==> src/rtl/fifo_wr_arbiter_pkg.sv <==
// Shared FSM encoding, default parameters and the FIFO headroom helper
// for the multi-requester FIFO write arbiter.
package fifo_arb_pkg;

    typedef enum logic {
        IDLE  = 1'b0,
        BURST = 1'b1
    } arb_state_t;

    localparam int DEF_DATA_WIDTH = 8;
    localparam int DEF_ADDR_WIDTH = 9;
    localparam int DEF_NUM_REQ    = 4;
    localparam int DEF_BURST_LEN  = 4;

    // Two slots of headroom: one for the write already sitting in the output
    // register, one for the beat being accepted this cycle.
    function automatic int unsigned space_limit(input int unsigned addr_width);
        return (32'd1 << addr_width) - 32'd2;
    endfunction

endpackage

==> src/rtl/fifo_wr_arbiter_if.sv <==
// Requester handshake plus FIFO flag/write bundle; slave side is the arbiter,
// master side is whoever owns the requesters and the FIFO.
interface fifo_wr_arbiter_if
    import fifo_arb_pkg::*;
#(
    parameter int DATA_WIDTH = DEF_DATA_WIDTH,
    parameter int ADDR_WIDTH = DEF_ADDR_WIDTH,
    parameter int NUM_REQ    = DEF_NUM_REQ
);
    localparam int ID_WIDTH = $clog2(NUM_REQ);

    logic [NUM_REQ-1:0]            req;
    logic [NUM_REQ*DATA_WIDTH-1:0] req_data;
    logic [NUM_REQ-1:0]            gnt;
    logic                          Full;
    logic [ADDR_WIDTH-1:0]         Fcounter;
    logic                          Write_enable;
    logic [DATA_WIDTH-1:0]         Write_data;
    logic [ID_WIDTH-1:0]           Write_id;

    modport master (
        output req, req_data, Full, Fcounter,
        input  gnt, Write_enable, Write_data, Write_id
    );

    modport slave (
        input  req, req_data, Full, Fcounter,
        output gnt, Write_enable, Write_data, Write_id
    );

endinterface

==> src/rtl/fifo_wr_arbiter_rr_picker.sv <==
// Combinational round-robin search: first asserted req at or above rr_ptr, wrapping.
// Zero latency; no backpressure of its own.
module rr_picker #(
    parameter int NUM_REQ = 4
) (
    input  logic [NUM_REQ-1:0]         req,
    input  logic [$clog2(NUM_REQ)-1:0] rr_ptr,
    output logic                       pick_vld,
    output logic [$clog2(NUM_REQ)-1:0] pick_idx
);
    localparam int IDW = $clog2(NUM_REQ);

    logic [IDW-1:0] idx;

    // Walk offsets from farthest to nearest so the nearest hit wins last.
    always_comb begin
        pick_vld = 1'b0;
        pick_idx = rr_ptr;
        idx      = rr_ptr;
        for (int k = NUM_REQ - 1; k >= 0; k--) begin
            idx = rr_ptr + IDW'(k);
            if (req[idx]) begin
                pick_vld = 1'b1;
                pick_idx = idx;
            end
        end
    end

endmodule

==> src/rtl/fifo_wr_arbiter.sv <==
// Round-robin burst arbiter funnelling NUM_REQ valid/ready requesters into one FIFO write port.
// Accepted beat appears on Write_* one cycle later; gnt drops whenever FIFO headroom runs out.
module fifo_wr_arbiter
    import fifo_arb_pkg::*;
#(
    parameter int DATA_WIDTH = DEF_DATA_WIDTH,
    parameter int ADDR_WIDTH = DEF_ADDR_WIDTH,
    parameter int NUM_REQ    = DEF_NUM_REQ,
    parameter int BURST_LEN  = DEF_BURST_LEN
) (
    input  logic             Clock,
    input  logic             Fifo_rst,
    fifo_wr_arbiter_if.slave bus
);
    localparam int                    ID_WIDTH  = $clog2(NUM_REQ);
    localparam logic [ADDR_WIDTH-1:0] SPACE_LIM = ADDR_WIDTH'(space_limit(ADDR_WIDTH));
    localparam logic [3:0]            LAST_BEAT = 4'(BURST_LEN);

    arb_state_t            state, state_nxt;
    logic [ID_WIDTH-1:0]   owner, owner_nxt;
    logic [ID_WIDTH-1:0]   rr_ptr, rr_nxt;
    logic [ID_WIDTH-1:0]   pick_idx;
    logic [3:0]            beat_cnt, beat_nxt;
    logic                  pick_vld;
    logic                  space;
    logic                  own_req;
    logic                  xfer;
    logic [NUM_REQ-1:0]    gnt_c;
    logic [DATA_WIDTH-1:0] own_dat;

    logic                  wr_en_q;
    logic [DATA_WIDTH-1:0] wr_dat_q;
    logic [ID_WIDTH-1:0]   wr_id_q;

    rr_picker #(
        .NUM_REQ (NUM_REQ)
    ) u_picker (
        .req      (bus.req),
        .rr_ptr   (rr_ptr),
        .pick_vld (pick_vld),
        .pick_idx (pick_idx)
    );

    assign space   = !bus.Full && (bus.Fcounter < SPACE_LIM);
    assign own_req = bus.req[owner];
    assign own_dat = bus.req_data[int'(owner)*DATA_WIDTH +: DATA_WIDTH];

    always_comb begin
        state_nxt = state;
        owner_nxt = owner;
        rr_nxt    = rr_ptr;
        beat_nxt  = beat_cnt;
        gnt_c     = '0;
        xfer      = 1'b0;
        case (state)
            IDLE: begin
                if (pick_vld && space) begin
                    owner_nxt = pick_idx;
                    beat_nxt  = 4'd0;
                    state_nxt = BURST;
                end
            end
            BURST: begin
                xfer         = own_req && space;
                gnt_c[owner] = xfer;
                if (xfer) begin
                    beat_nxt = beat_cnt + 4'd1;
                end
                // A stall with req still high keeps the burst; only a drop or the last beat ends it.
                if (!own_req || (xfer && (beat_cnt + 4'd1 == LAST_BEAT))) begin
                    state_nxt = IDLE;
                    rr_nxt    = owner + ID_WIDTH'(1);
                end
            end
            default: begin
                state_nxt = IDLE;
            end
        endcase
    end

    always_ff @(posedge Clock or posedge Fifo_rst) begin
        if (Fifo_rst) begin
            state    <= IDLE;
            owner    <= '0;
            rr_ptr   <= '0;
            beat_cnt <= 4'd0;
        end else begin
            state    <= state_nxt;
            owner    <= owner_nxt;
            rr_ptr   <= rr_nxt;
            beat_cnt <= beat_nxt;
        end
    end

    // Reset clears wr_en_q, so a beat accepted just before reset is never written.
    always_ff @(posedge Clock or posedge Fifo_rst) begin
        if (Fifo_rst) begin
            wr_en_q  <= 1'b0;
            wr_dat_q <= '0;
            wr_id_q  <= '0;
        end else begin
            wr_en_q <= xfer;
            if (xfer) begin
                wr_dat_q <= own_dat;
                wr_id_q  <= owner;
            end
        end
    end

    assign bus.gnt          = gnt_c;
    assign bus.Write_enable = wr_en_q;
    assign bus.Write_data   = wr_dat_q;
    assign bus.Write_id     = wr_id_q;

endmodule
==> src/flat_wrapper.sv <==
// flat-port wrapper written by rule: the top's interface ports become plain ports
module fifo_wr_arbiter_flat import fifo_arb_pkg::*;
#(
    parameter int DATA_WIDTH = DEF_DATA_WIDTH,
    parameter int ADDR_WIDTH = DEF_ADDR_WIDTH,
    parameter int NUM_REQ    = DEF_NUM_REQ,
    parameter int BURST_LEN  = DEF_BURST_LEN
)
  (Clock, Fifo_rst, bus_req, bus_req_data, bus_Full, bus_Fcounter, bus_gnt, bus_Write_enable, bus_Write_data, bus_Write_id);
  fifo_wr_arbiter_if #(.DATA_WIDTH(DATA_WIDTH), .ADDR_WIDTH(ADDR_WIDTH), .NUM_REQ(NUM_REQ)) bus_i ();
  input  logic Clock;
  input  logic Fifo_rst;
  input wire logic [$bits(bus_i.req)-1:0] bus_req;
  input wire logic [$bits(bus_i.req_data)-1:0] bus_req_data;
  input wire logic [$bits(bus_i.Full)-1:0] bus_Full;
  input wire logic [$bits(bus_i.Fcounter)-1:0] bus_Fcounter;
  output wire logic [$bits(bus_i.gnt)-1:0] bus_gnt;
  output wire logic [$bits(bus_i.Write_enable)-1:0] bus_Write_enable;
  output wire logic [$bits(bus_i.Write_data)-1:0] bus_Write_data;
  output wire logic [$bits(bus_i.Write_id)-1:0] bus_Write_id;
  assign bus_i.req = bus_req;
  assign bus_i.req_data = bus_req_data;
  assign bus_i.Full = bus_Full;
  assign bus_i.Fcounter = bus_Fcounter;
  assign bus_gnt = bus_i.gnt;
  assign bus_Write_enable = bus_i.Write_enable;
  assign bus_Write_data = bus_i.Write_data;
  assign bus_Write_id = bus_i.Write_id;
  fifo_wr_arbiter #(.DATA_WIDTH(DATA_WIDTH), .ADDR_WIDTH(ADDR_WIDTH), .NUM_REQ(NUM_REQ), .BURST_LEN(BURST_LEN)) u_core (.Clock(Clock), .Fifo_rst(Fifo_rst), .bus(bus_i));
endmodule
==> config.mk <==
export PLATFORM = sky130hd
export DESIGN_NAME = fifo_wr_arbiter_flat
export DESIGN_NICKNAME = d
export VERILOG_FILES = /design/src/rtl/fifo_wr_arbiter_pkg.sv /design/src/rtl/fifo_wr_arbiter_if.sv /design/src/rtl/fifo_wr_arbiter_rr_picker.sv /design/src/rtl/fifo_wr_arbiter.sv /design/src/flat_wrapper.sv
export SDC_FILE = /design/constraint.sdc
export NUM_CORES = 1
export LEC_CHECK = 0
export CAP_MARGIN = 20
export CORE_MARGIN = 1.5
export CORE_UTILIZATION = 40
export CTS_CLUSTER_DIAMETER = 150
export CTS_CLUSTER_SIZE = 8
export DETAILED_ROUTE_END_ITERATION = 16
export MAX_ROUTING_LAYER = met4
export PLACE_DENSITY = 0.88
export SLEW_MARGIN = 20
export SYNTH_ARGS = -nofsm -noshare
export SYNTH_HDL_FRONTEND = slang
export SYNTH_SLANG_ARGS = --single-unit
export TNS_END_PERCENT = 10
==> constraint.sdc <==
create_clock -name Clock -period 4.75 [get_ports Clock]
set_clock_uncertainty 0.15 [all_clocks]
set_input_delay 1.1875 -clock Clock [delete_from_list [all_inputs] [get_ports Clock]]
set_output_delay 1.1875 -clock Clock [all_outputs]
set_load 0.02 [all_outputs]
==> flow_metrics.env, run 1 <==
export IMPL_status="completed"
export IMPL_yosysTopAreaCellShare_pct=39.9
export IMPL_cts_tree="built"
export IMPL_dp_hpwl_um=2530
export IMPL_syn_num_nets=172
export IMPL_htree_levels=1
export IMPL_final_hold_viol_count=0
export IMPL_start_util_pct=41.4
export IMPL_clkSinkCount=20
export IMPL_yosysSeqAreaShare_pct=39.9
export IMPL_nNetsFinal=233
export IMPL_syn2layout_area_growth_pct=52.5
export IMPL_p_leak_uw=0.000824
export IMPL_cts_buffers=3
export IMPL_viasPerCell=5.09
export IMPL_synthAdderAreaFrac_pct=4.99
export IMPL_grt_pass1_wl_um=5200
export IMPL_die_area_um2=3480
export IMPL_reg2reg_setup_slack_ns=2.55
export IMPL_clk_latency_ns=0.30
export IMPL_die_w_um=59.0
export IMPL_via_count=1135
export IMPL_io_buffers=61
export IMPL_cp_arrival_ns=3.24
export IMPL_power_density_nw_per_um2=463
export IMPL_route_detailed_drc=0
export IMPL_final_setup_tns_ns=0
export IMPL_cap_violations=0
export IMPL_antenna_left=0
export IMPL_grt_pass1_vias=1200
export IMPL_root_buffer="clkbuf_4"
export IMPL_dieHeight_um=59.0
export IMPL_grt_max_degree=21
export IMPL_final_cells=223
export IMPL_setup_violations=0
export IMPL_syn_area_per_cell_um2=10.5
export IMPL_reg2reg_depth=5
export IMPL_place_gp_congestion=0.762
export IMPL_antenna_found_initial=0
export IMPL_synth_xor_area_share_pct=0
export IMPL_rows=20
export IMPL_crit_fanout=14
export IMPL_synth_mux_area_share_pct=19.5
export IMPL_synth_area_um2=1250
export IMPL_cp_required_ns=3.41
export IMPL_whs_endpoint="u_core.bus.Write_data[3]"
export IMPL_post_drt_wl_per_cell_um=14.5
export IMPL_track_usage_pct=21.0
export IMPL_synth_top_family_by_area="multiplexers"
export IMPL_slew_headroom_pct=49.8
export IMPL_hold_buffers=0
export IMPL_crit_type="input port to primary output"
export IMPL_yosys_top_cells_area="dfrtp_1 (40%), mux4_2 (16%), nand2_1 (8.4%), ha_1 (5.0%), buf_6 (2.7%)"
export IMPL_synth_top_area_cell="dfrtp_1"
export IMPL_hp_class="flop to flop"
export IMPL_min_from="u_core.bus.Write_data[3]"
export IMPL_cp_start_kind="input port"
export IMPL_hold_path_depth=2
export IMPL_place_inst=219
export IMPL_rr_startpoint="u_core.owner[1]"
export IMPL_path_clk_slew_ns=0.11
export IMPL_drive_above_1_share_pct=10.6
export IMPL_tightest_slew_ns=0.752
export IMPL_diodes=0
export IMPL_cts_setup_buffers=0
export IMPL_grt_ovfl_total=0
export IMPL_cp_end_kind="primary output"
export IMPL_ys_ff_latch=20
export IMPL_slew_violations=0
export IMPL_rsz0062_at_grt="false"
export IMPL_post_route_min_period_ns=4.57
export IMPL_worst_hold_slack_ns=0.337
export IMPL_fmax_ghz=0.219
export IMPL_clk_path_buf_depth=2
export IMPL_core_um2=3030
export IMPL_fin_crit_sh_pct=96.3
export IMPL_yosys_area_share_simple_pct=18.5
export IMPL_synth_compound_area_share_pct=11.3
export IMPL_ys_warn_count=0
export IMPL_initialDrtViolationCount=22
export IMPL_syn_inst=119
export IMPL_dr_pass1_iters=4
export IMPL_cts_resized=0
export IMPL_post_synth_num_cell_types=36
export IMPL_drt_wl_total_um=3230
export IMPL_boundaryPins=63
export IMPL_power_uw=886
export IMPL_critical_path_startpoint="bus_req[3]"
export IMPL_r2r_end="u_core.beat_cnt[1]"
export IMPL_vdd_drop_max_v=0.000225
-- worst max-delay path, stage by stage --
cell,delay [ns]
clkdlybuf4s50_1,0.50
mux4_2,0.56
o211ai_2,0.10
inv_2,0.15
and2_1,0.20
clkdlybuf4s50_1,0.53
-- metrics by stage --
stage	area, um2	util (%)	setup WS (ns)
finish	1910	63.2	0.176
global route	1910	63.2	0.134
CTS	1910	63.2	0.183
detailed placement	1880	62.0	0.199
global placement	1880	62.0	0.250
floorplan	1250	-	1.20
-- cells in the mapped netlist --
cell type	instances
mux2i_1	2
inv_1	5
a31o_1	3
o21a_1	1
inv_2	1
a211o_1	1
nand2b_1	4
o211ai_2	1
clkbuf_1	1
a31oi_1	2
nor2b_1	2
a21oi_1	3
or3_1	1
ha_1	5
mux2_2	2
dfrtp_1	20
a21boi_1	1
a21o_1	1
a211oi_1	1
buf_2	1
o21bai_1	1
o311ai_0	1
o21ai_0	4
buf_4	1
mux4_2	9
nand4_1	2
buf_6	3
nor4b_1	1
nand3_1	2
and2_1	4
or2_2	1
and2_0	1
nor4_1	1
nor2_1	1
nor3_1	1
nand2_1	28
-- metal layers --
metal	vias up	GRT usage (%)	routed length (um)
li1	543	-	-
met1	551	21.8	1190
met2	35	39.5	1870
met3	6	1.31	82
met4	0	10.7	80
met5	-	-	0
-- layout by cell type (no fill, tap or decap), types with 2 or more instances in the layout --
cell	count
a31oi_1	2
clkdlybuf4s50_1	61
nor2b_1	2
and2_1	4
a31o_1	3
a21oi_1	3
clkbuf_4	3
nand3_1	2
nand2b_1	4
nand2_1	28
o21ai_0	4
mux2_2	2
ha_1	5
dfrtp_1	20
inv_1	5
mux4_2	9
nand4_1	2
mux2i_1	2
-- report_power, final --
| group | total [uW] | leakage [uW] | switching (uW) | internal, uW |
|---|---|---|---|---|
| Sequential | 333 | 0.000253 | 92.2 | 241 |
| Clock | 98.2 | 0.0000210 | 51.4 | 46.8 |
| Combinational | 454 | 0.000550 | 201 | 254 |
| Total | 886 | 0.000824 | 344 | 541 |
-- cell families (layout without fill, tap and decap cells) --
kind of cell               count (synthesis)  count (layout)
adders and majority gates                  5               5
buffers and inverters                     12              72
and+or+nand+nor                           49              49
AOI/OAI and AO/OA                         20              20
muxes                                     13              13
DFF                                       20              20
-- layout make-up --
type	instances	area (um2)
clock buffers	4	36.3
fillers	257	1110
inverters	6	22.5
multi-input cells	87	682
flip-flops and latches	20	500
well taps	44	55.1
repair buffers	62	618
-- sequential cells by signal, indices dropped and copies added (netlist names) --
| name | flops |
|---|---|
| u_core.bus.Write_data | 8 |
| u_core.beat_cnt | 4 |
| u_core.bus.Write_id | 2 |
| u_core.owner | 2 |
| u_core.rr_ptr | 2 |
| u_core.bus.Write_enable | 1 |
| u_core.state | 1 |
-- how the worst max path moves through the flow --
stage                  to  slack (ns)
6_report       bus_gnt[3]        0.18
5_1_grt        bus_gnt[2]        0.13
4_1_cts        bus_gnt[2]        0.18
3_5_place_dp   bus_gnt[2]        0.20
3_3_place_gp   bus_gnt[3]        0.25
2_1_floorplan  bus_gnt[2]        1.20
Power figures use the tool's default switching activity.
==> inputs of run 2 (changes only) <==
--- a/config.mk
+++ b/config.mk
@@ -6,10 +6,11 @@
 export NUM_CORES = 1
 export LEC_CHECK = 0
 export CAP_MARGIN = 20
+export CORE_ASPECT_RATIO = 0.75
 export CORE_MARGIN = 1.5
 export CORE_UTILIZATION = 40
 export CTS_CLUSTER_DIAMETER = 150
-export CTS_CLUSTER_SIZE = 8
+export CTS_CLUSTER_SIZE = 14
 export DETAILED_ROUTE_END_ITERATION = 16
 export MAX_ROUTING_LAYER = met4
 export PLACE_DENSITY = 0.88
==> flow_metrics.env, run 2 (synthesis results as in run 1) <==
export IMPL_postPlaceCellArea_um2=1870
export IMPL_layout_common_cells="clkdlybuf4s50_1 (61), nand2_1 (28), dfrtp_1 (20)"
export IMPL_power_density_nw_per_um2=481
export IMPL_hold_path_depth=2
export IMPL_cts_resized=0
export IMPL_cp_arrival_ns=3.24
export IMPL_fmax_ghz=0.218
export IMPL_grt_max_degree=21
export IMPL_cp_end_kind="primary output"
export IMPL_start_util_pct=42.4
export IMPL_drt_wl_total_um=3580
export IMPL_grt_busiest_layer="met2"
export IMPL_grt_pass1_vias=1210
export IMPL_cts_setup_buffers=0
export IMPL_path_clk_slew_ns=0.07
export IMPL_clk_path_buf_depth=2
export IMPL_boundaryPins=63
export IMPL_place_inst=213
export IMPL_drive_above_1_share_pct=10.6
export IMPL_dr_pass1_iters=4
export IMPL_htree_levels=1
export IMPL_place_gp_congestion=0.747
export IMPL_io_buffers=61
export IMPL_crit_type="input port to primary output"
export IMPL_cts_buffers=3
export IMPL_rr_startpoint="u_core.owner[1]"
export IMPL_rows=17
export IMPL_dp_hpwl_um=2900
export IMPL_largest_reg_flops=8
export IMPL_fin_crit_sh_pct=96.4
export IMPL_viasPerCell=5.40
export IMPL_die_w_um=67.7
export IMPL_final_setup_tns_ns=0
export IMPL_slew_headroom_pct=50.3
export IMPL_grtUsageMet1_pct=26.8
export IMPL_grt_pass1_wl_um=5570
export IMPL_core_um2=2960
export IMPL_post_drt_wl_per_cell_um=16.5
export IMPL_setup_violations=0
export IMPL_use_met2_pct=37.4
export IMPL_reg2reg_setup_slack_ns=2.53
export IMPL_utilization_pct=65.1
export IMPL_r2r_end="u_core.beat_cnt[0]"
export IMPL_whs_endpoint="u_core.bus.Write_id[1]"
export IMPL_syn2layout_area_growth_pct=53.4
export IMPL_multi_input_area_um2=682
export IMPL_reg2reg_depth=5
export IMPL_dieHeight_um=51.5
export IMPL_finish_instance_area_um2=1930
export IMPL_seq_area_um2=500
export IMPL_clk_latency_ns=0.26
export IMPL_rsz0062_at_grt="false"
export IMPL_grt_ovfl_total=0
export IMPL_diodes=0
export IMPL_post_route_min_period_ns=4.58
export IMPL_root_buffer="clkbuf_8"
export IMPL_track_usage_pct=22.2
export IMPL_nFillCells=227
export IMPL_initialDrtViolationCount=75
export IMPL_die_area_um2=3490
export IMPL_antenna_left=0
export IMPL_critical_path_startpoint="bus_req[3]"
export IMPL_final_common_cell="clkdlybuf4s50_1"
export IMPL_status="completed"
export IMPL_via_count=1171
export IMPL_cts_tree="built"
export IMPL_grt_use_met3_pct=4.11
export IMPL_min_from="u_core.bus.Write_id[1]"
export IMPL_cap_violations=0
export IMPL_crit_fanout=14
export IMPL_vdd_drop_max_v=0.000322
export IMPL_cp_start_kind="input port"
export IMPL_nNetsFinal=233
export IMPL_route_detailed_drc=0
export IMPL_final_cells=217
export IMPL_tightest_slew_ns=0.745
export IMPL_clkSinkCount=20
export IMPL_slew_violations=0
export IMPL_final_hold_viol_count=0
export IMPL_hp_class="flop to flop"
export IMPL_hold_buffers=0
export IMPL_p_leak_uw=0.000832
export IMPL_antenna_found_initial=0
export IMPL_cp_required_ns=3.41
[run 2: metal layers]
layer,up-vias,share of wire [%],wire [um]
met5,-,0,0
met1,596,40,1440
met2,26,55,1980
li1,543,-,-
met4,0,1.5,53
met3,6,3.0,108
[run 2: worst max path at each step]
stage | end | cells past startpoint | slack (ns)
finish | bus_gnt[2] | 6 | 0.17
global route | bus_gnt[2] | 6 | 0.11
CTS | bus_gnt[0] | 6 | 0.18
detailed placement | bus_gnt[0] | 6 | 0.19
global placement | bus_gnt[0] | 6 | 0.25
floorplan | bus_gnt[2] | 5 | 1.20
[run 2: through the flow]
stage                     total power [uW]  hold slack (ns)  setup WS [ns]
after floorplan                        619            0.329           1.20
after global placement                 769            0.308          0.249
after detailed placement               799            0.311          0.194
after CTS                              929            0.329          0.178
after global routing                   987            0.353          0.112
final                                  927            0.329          0.172
[run 2: final cells by class]
class | count | area share (%)
Multi-Input combinational cell | 87 | 35.4
Sequential cell | 20 | 26.0
Clock buffer | 4 | 2.86
Timing Repair Buffer | 62 | 32.1
Inverter | 6 | 1.17
Tap cell | 38 | 2.47
[run 2: report_power, final]
group | switching, uW | internal (uW) | total [uW] | leakage, uW
Sequential | 94.4 | 241 | 336 | 0.000253
Clock | 56.1 | 73.8 | 130 | 0.0000288
Combinational | 208 | 253 | 461 | 0.000550
[run 2: critical path, stage by stage]
cell and delay [ns]:
clkdlybuf4s50_1 0.51, mux4_2 0.56, o211ai_2 0.11, inv_2 0.15, and2_1 0.18, clkdlybuf4s50_1 0.53
